**src/rtl/unlock_ctrl_pkg.sv**
```systemverilog
// Shared types and constants for the keypad unlock controller.
package unlock_ctrl_pkg;

  localparam int DIGIT_W = 2;

  localparam logic [1:0] RES_IDLE  = 2'b00;
  localparam logic [1:0] RES_ENTRY = 2'b01;
  localparam logic [1:0] RES_PASS  = 2'b10;
  localparam logic [1:0] RES_FAIL  = 2'b11;

  typedef enum logic [2:0] {
    ST_IDLE,
    ST_ENTRY,
    ST_CHECK,
    ST_PASS,
    ST_FAIL,
    ST_LOCKOUT
  } state_t;

  function automatic logic [DIGIT_W-1:0] key_digit(input logic k2, input logic k3);
    if (k3)      return 2'd3;
    else if (k2) return 2'd2;
    else         return 2'd1;
  endfunction

endpackage

```
**src/rtl/unlock_timer.sv**
```systemverilog
// Loadable down-counter; done is high while running with the count at zero.
module unlock_timer #(
  parameter int CYC = 16
) (
  input  logic clk,
  input  logic rst,
  input  logic load,
  input  logic run,
  output logic done
);

  localparam int W = (CYC > 1) ? $clog2(CYC) : 1;
  localparam logic [W-1:0] LOAD_VAL = W'(CYC - 1);

  logic [W-1:0] cnt;

  always_ff @(posedge clk) begin
    if (rst)
      cnt <= '0;
    else if (load)
      cnt <= LOAD_VAL;
    else if (run && (cnt != '0))
      cnt <= cnt - W'(1);
  end

  assign done = run && (cnt == '0);

endmodule

```
**src/rtl/unlock_ctrl.sv**
```systemverilog
// Keypad code checker with consecutive-failure lockout and inactivity timeout.
//   state      | meaning
//   ST_IDLE    | waiting for the first digit
//   ST_ENTRY   | collecting digits until ok
//   ST_CHECK   | one-cycle compare of entry against CODE
//   ST_PASS    | code accepted, holding result until next digit
//   ST_FAIL    | code rejected; locks out when fail limit is reached
//   ST_LOCKOUT | all inputs ignored for LOCK_CYC cycles
module unlock_ctrl
  import unlock_ctrl_pkg::*;
#(
  parameter int          CODE_LEN = 4,
  parameter logic [13:0] CODE     = 14'b01_10_11_01_00_00_00,
  parameter int          MAX_FAIL = 3,
  parameter int          LOCK_CYC = 250_000_000,
  parameter int          IDLE_CYC = 500_000_000
) (
  input  logic       clk,
  input  logic       rst,
  input  logic       key1_p,
  input  logic       key2_p,
  input  logic       key3_p,
  input  logic       ok_p,
  output logic [1:0] result,
  output logic       result_vld,
  output logic [2:0] digit_cnt,
  output logic       locked
);

  localparam int EW = DIGIT_W * CODE_LEN;
  localparam int FW = $clog2(MAX_FAIL + 1);
  localparam logic [EW-1:0] CODE_REF = CODE[13 -: EW];
  localparam logic [FW-1:0] FAIL_MAX = FW'(MAX_FAIL);
  localparam logic [2:0]    LEN      = 3'(CODE_LEN);

  state_t               state;
  logic [EW-1:0]        entry;
  logic                 overflow;
  logic [FW-1:0]        fail_cnt;

  logic                 single, dig_p, ok_acc, lock_now, code_match;
  logic [DIGIT_W-1:0]   digit;
  logic [2:0]           cnt_inc;
  logic                 idle_load, idle_run, idle_done;
  logic                 lock_run, lock_done;

  // Simultaneous pulses on several inputs are treated as noise and dropped.
  assign single     = $onehot({key1_p, key2_p, key3_p, ok_p});
  assign dig_p      = single && !ok_p;
  assign ok_acc     = single && ok_p;
  assign digit      = key_digit(key2_p, key3_p);
  assign lock_now   = (state == ST_FAIL) && (fail_cnt == FAIL_MAX);
  assign cnt_inc    = (digit_cnt == 3'd7) ? 3'd7 : digit_cnt + 3'd1;
  assign code_match = (digit_cnt == LEN) && !overflow && (entry == CODE_REF);

  assign idle_run  = (state == ST_ENTRY) || (state == ST_PASS) || (state == ST_FAIL);
  assign idle_load = (dig_p && !lock_now && (state != ST_CHECK) && (state != ST_LOCKOUT))
                     || (ok_acc && (state == ST_ENTRY));
  assign lock_run  = (state == ST_LOCKOUT);

  unlock_timer #(.CYC(IDLE_CYC)) u_idle_tmr (
    .clk  (clk),
    .rst  (rst),
    .load (idle_load),
    .run  (idle_run),
    .done (idle_done)
  );

  unlock_timer #(.CYC(LOCK_CYC)) u_lock_tmr (
    .clk  (clk),
    .rst  (rst),
    .load (lock_now),
    .run  (lock_run),
    .done (lock_done)
  );

  always_ff @(posedge clk) begin
    if (rst) begin
      state      <= ST_IDLE;
      entry      <= '0;
      overflow   <= 1'b0;
      fail_cnt   <= '0;
      result     <= RES_IDLE;
      result_vld <= 1'b0;
      digit_cnt  <= 3'd0;
      locked     <= 1'b0;
    end else begin
      result_vld <= 1'b0;
      case (state)
        ST_IDLE: begin
          if (dig_p) begin
            entry     <= EW'(digit);
            digit_cnt <= 3'd1;
            overflow  <= 1'b0;
            result    <= RES_ENTRY;
            state     <= ST_ENTRY;
          end
        end
        ST_ENTRY: begin
          if (dig_p) begin
            digit_cnt <= cnt_inc;
            if (digit_cnt < LEN)
              entry <= (entry << DIGIT_W) | EW'(digit);
            else
              overflow <= 1'b1;
          end else if (ok_acc) begin
            state <= ST_CHECK;
          end else if (idle_done) begin
            entry     <= '0;
            digit_cnt <= 3'd0;
            overflow  <= 1'b0;
            result    <= RES_IDLE;
            state     <= ST_IDLE;
          end
        end
        ST_CHECK: begin
          result_vld <= 1'b1;
          if (code_match) begin
            fail_cnt <= '0;
            result   <= RES_PASS;
            state    <= ST_PASS;
          end else begin
            if (fail_cnt != FAIL_MAX)
              fail_cnt <= fail_cnt + FW'(1);
            result <= RES_FAIL;
            state  <= ST_FAIL;
          end
        end
        ST_PASS, ST_FAIL: begin
          if (lock_now) begin
            locked <= 1'b1;
            result <= RES_FAIL;
            state  <= ST_LOCKOUT;
          end else if (dig_p) begin
            entry     <= EW'(digit);
            digit_cnt <= 3'd1;
            overflow  <= 1'b0;
            result    <= RES_ENTRY;
            state     <= ST_ENTRY;
          end else if (idle_done) begin
            entry     <= '0;
            digit_cnt <= 3'd0;
            overflow  <= 1'b0;
            result    <= RES_IDLE;
            state     <= ST_IDLE;
          end
        end
        ST_LOCKOUT: begin
          if (lock_done) begin
            locked    <= 1'b0;
            fail_cnt  <= '0;
            entry     <= '0;
            digit_cnt <= 3'd0;
            overflow  <= 1'b0;
            result    <= RES_IDLE;
            state     <= ST_IDLE;
          end
        end
        default: state <= ST_IDLE;
      endcase
    end
  end

endmodule

```
**config.mk**
```make
export PLATFORM = sky130hd
export DESIGN_NAME = unlock_ctrl
export DESIGN_NICKNAME = d
export VERILOG_FILES = /design/src/rtl/unlock_ctrl_pkg.sv /design/src/rtl/unlock_timer.sv /design/src/rtl/unlock_ctrl.sv
export SDC_FILE = /design/constraint.sdc
export NUM_CORES = 1
export LEC_CHECK = 0
export BUFFER_PORTS_ARGS = -buffer_cell sky130_fd_sc_hd__buf_2
export CAP_MARGIN = 20
export CORE_MARGIN = 2
export CORE_UTILIZATION = 40
export CTS_CLUSTER_DIAMETER = 50
export CTS_CLUSTER_SIZE = 14
export DETAILED_ROUTE_END_ITERATION = 12
export PLACE_DENSITY_LB_ADDON = 0.1
export SYNTH_ARGS = -nofsm -noshare
export SYNTH_HDL_FRONTEND = slang
export SYNTH_SLANG_ARGS = --single-unit
```
**constraint.sdc**
```tcl
create_clock -name clk -period 6.7 [get_ports clk]
set_input_delay 0.67 -clock clk [delete_from_list [all_inputs] [get_ports clk]]
set_output_delay 0.67 -clock clk [all_outputs]
set_load 0.1 [all_outputs]
```
==> results.sh <==
export IMPL_ant_nets=0
export IMPL_synth_distinct_cells=51
export IMPL_start_util_pct=41.31
export IMPL_netlist_instances=488
export IMPL_grt_pass1_wl_mm=16.33
export IMPL_rsz0062_at_grt="false"
export IMPL_die_y_um=104.5
export IMPL_dp_hpwl_mm=6.460
export IMPL_p_switching_w=0.0004167
export IMPL_fin_crit_ps=3465
export IMPL_synth_largest_area_cell="dfxtp_1"
export IMPL_fmax_mhz=288.6
export IMPL_seqPwrFrac_pct=42.5
export IMPL_cts_root_buf="clkbuf_8"
export IMPL_ir_drop_mv=0.1580
export IMPL_power_density_nw_per_um2=284.9
export IMPL_start_kind="primary input"
export IMPL_worstSkewPairLatency_ps=360
export IMPL_fp_dieArea_um2=10910
export IMPL_relSlewSlack_pct=32.82
export IMPL_synth_area_um2=4038
export IMPL_p_leak_nw=1.653
export IMPL_core_area_um2=9774
export IMPL_worst_pin_slew_ps=998.5
export IMPL_synth_seq_area_share_pct=38.67
export IMPL_cts_buffer_depth=2
export IMPL_synth_edf_count=0
export IMPL_synthToLayoutAreaGrowth_pct=10.35
export IMPL_synth_common_cells="dfxtp_1, a21oi_1, nor2_1"
export IMPL_critPathRequiredTime_ps=7000
export IMPL_critPathMaxFanout=7
export IMPL_internal_power_w=0.0008528
export IMPL_via_per_inst=5.550
export IMPL_hold_buffers=0
export IMPL_postCtsSetupBuffers=0
export IMPL_status="finished, final reports clean"
export IMPL_die_x_um=104.5
export IMPL_final_hold_violation_count=0
export IMPL_ys_seq_elements=78
export IMPL_synth_top_area_share_pct=38.67
export IMPL_hold_start="entry[1]"
export IMPL_crit_slowest_cell="nor3b_1"
export IMPL_port_buffer_count=12
export IMPL_drive_gt1_share_pct=7.800
export IMPL_routed_wl_mm=9.552
export IMPL_fin_crit_sh_pct=51.72
export IMPL_crit_type="primary input to flop"
export IMPL_vias=3513
export IMPL_setup_viol=0
export IMPL_grt_pass1_vias=3334
export IMPL_synth_nets=504
export IMPL_hold_worst_slack_ps=475.0
export IMPL_syn_avg_cell_area_um2=8.274
export IMPL_endpoint_kind="flop"
export IMPL_drtPass1Iterations=4
export IMPL_clockPowerShare_pct=32.5
export IMPL_clk_pin_slew_worst_paths_ps=70
export IMPL_fillCellCount=1026
export IMPL_maxSlewViolCount=0
export IMPL_regArea_um2=1562
export IMPL_synth_most_common_cell="dfxtp_1"
export IMPL_final_setup_tns_ps=0
export IMPL_ys_flop_type="dfxtp_1"
export IMPL_finalNetCount=511
export IMPL_diodes=0
export IMPL_cp_num_buf_inv=3
export IMPL_cts_tree="done"
export IMPL_cts_sinks=78
export IMPL_hold_path_class="flop to flop"
export IMPL_cts_max_level=3
export IMPL_synth_area_leaders="dfxtp_1, xor2_1, a21oi_1, nor2_1, nor3_1"
export IMPL_numCtsBuffers=9
export IMPL_r2r_start="state[0]"
export IMPL_critical_path_top_delay_family="simple AND/OR/NAND/NOR gates"
export IMPL_drt_initial_drc_count=164
export IMPL_max_cap_violations=0
export IMPL_ios=13
export IMPL_wire_per_inst_um=15.09
export IMPL_sw_frac_of_total_pct=32.83
export IMPL_startpoint="ok_p"
export IMPL_grt_antenna_before_repair=0
export IMPL_grt_use_total_pct=18.36
export IMPL_synthArstFlopShare_pct=0
export IMPL_combPwrFrac_pct=25.0
export IMPL_skew_ps=16.51
export IMPL_drc=0
export IMPL_rows=36
export IMPL_arrival_ps=3760
export IMPL_ys_warn_count=0
export IMPL_grt_overflow_total=0
export IMPL_globalplace_congestion=0.8147
export IMPL_max_stage_delay_ps=570
export IMPL_cts_repair_resized=0
export IMPL_grt_max_degree=56
export IMPL_crit_chain="buf_2, inv_1, fa_1, inv_1, ha_1, ha_1, nor3b_1, nand2_1, nor3_1, and4_1, a22o_1"
export IMPL_multiInputGateArea_um2=2335
registers in the layout (all words and copies together), names as in the netlist:
name            flops
locked              1
digit_cnt           3
overflow            1
state               3
result              2
u_idle_tmr.cnt     29
u_lock_tmr.cnt     28
fail_cnt            2
result_vld          1
entry               8
cell families after synthesis:
group / share of synthesized area (%)
AOI/OAI and AO/OA: 16.39
xor gates and xnor gates: 9.761
adders and majority gates: 3.285
buffers and inverters: 3.502
DFF: 38.67
muxes: 0.7438
and+or+nand+nor: 27.64
power groups by stage:
stage                     sequential [W]  combinational [W]  clock [W]
after floorplan                 0.000568           0.000224          0
after global placement          0.000548           0.000312          0
after detailed placement        0.000550           0.000316          0
after CTS                       0.000539           0.000317   0.000425
after global routing            0.000547           0.000355   0.000443
final                           0.000539           0.000318   0.000413
final timing paths:
check	end	slack, ps	depth (start not counted)
hold / removal	entry[1]	470	2
hold reg to reg	entry[1]	470	2
setup reg to reg	u_idle_tmr.cnt[23]	3820	6
setup / recovery	entry[4]	3240	11
layout make-up:
class	count	share of cell area (%)
Clock inverter	3	1.460
Inverter	15	1.264
Clock buffer	13	3.791
Timing Repair Buffer	18	2.303
Sequential cell	78	35.05
Multi-Input combinational cell	373	52.40
Tap cell	133	3.735
worst register-to-register path, stage by stage, from the launching register on:
cell	delay (ps)
dfxtp_1	770
nor2b_1	490
nor2_1	130
nor4_1	880
nand4b_1	210
xor2_1	190
a21oi_1	80
layer usage:
metal | vias up | share of wire (%) | track usage, %
li1 | 1792 | - | -
met1 | 1635 | 48 | 24.27
met2 | 69 | 46 | 29.23
met3 | 17 | 4.0 | 3.634
met4 | 0 | 1.7 | 7.529
met5 | - | 0 | 0
placed cells by master, fill, tap and decap left out, types with 2 or more instances in the layout:
cell / count
inv_1: 15
clkbuf_8: 12
a211oi_1: 6
and4_1: 3
xnor2_1: 14
or4_4: 2
nand2_1: 33
and2_1: 2
nor4_1: 13
and3b_1: 2
o31ai_1: 5
a21oi_1: 53
o2111ai_1: 4
o311a_1: 3
dfxtp_1: 78
buf_4: 5
or4_1: 6
nor3b_1: 2
a22o_1: 7
mux2i_1: 3
xor2_1: 31
nor4b_1: 6
buf_2: 12
and3_1: 2
nor2b_1: 5
a31oi_1: 6
bufinv_16: 2
nand2b_1: 6
nand3b_1: 6
ha_1: 9
nand3_1: 21
or3_1: 9
nor3_1: 31
o21ai_0: 13
nand4b_1: 5
nor2_1: 45
nand4_1: 4
per-stage QoR:
step           total power, W  util [%]  setup WS, ps  cell area [µm²]  std cells
3_3_place_gp        0.0008605     43.14          3040             4217        616
5_1_grt              0.001344     45.58          2965             4456        633
3_5_place_dp        0.0008652     43.14          2904             4217        616
4_1_cts              0.001282     45.53          3272             4451        632
2_1_floorplan       0.0007918         -          3339             4038        488
6_report             0.001270     45.58          3235             4456        633
Power figures use the tool's default switching activity.
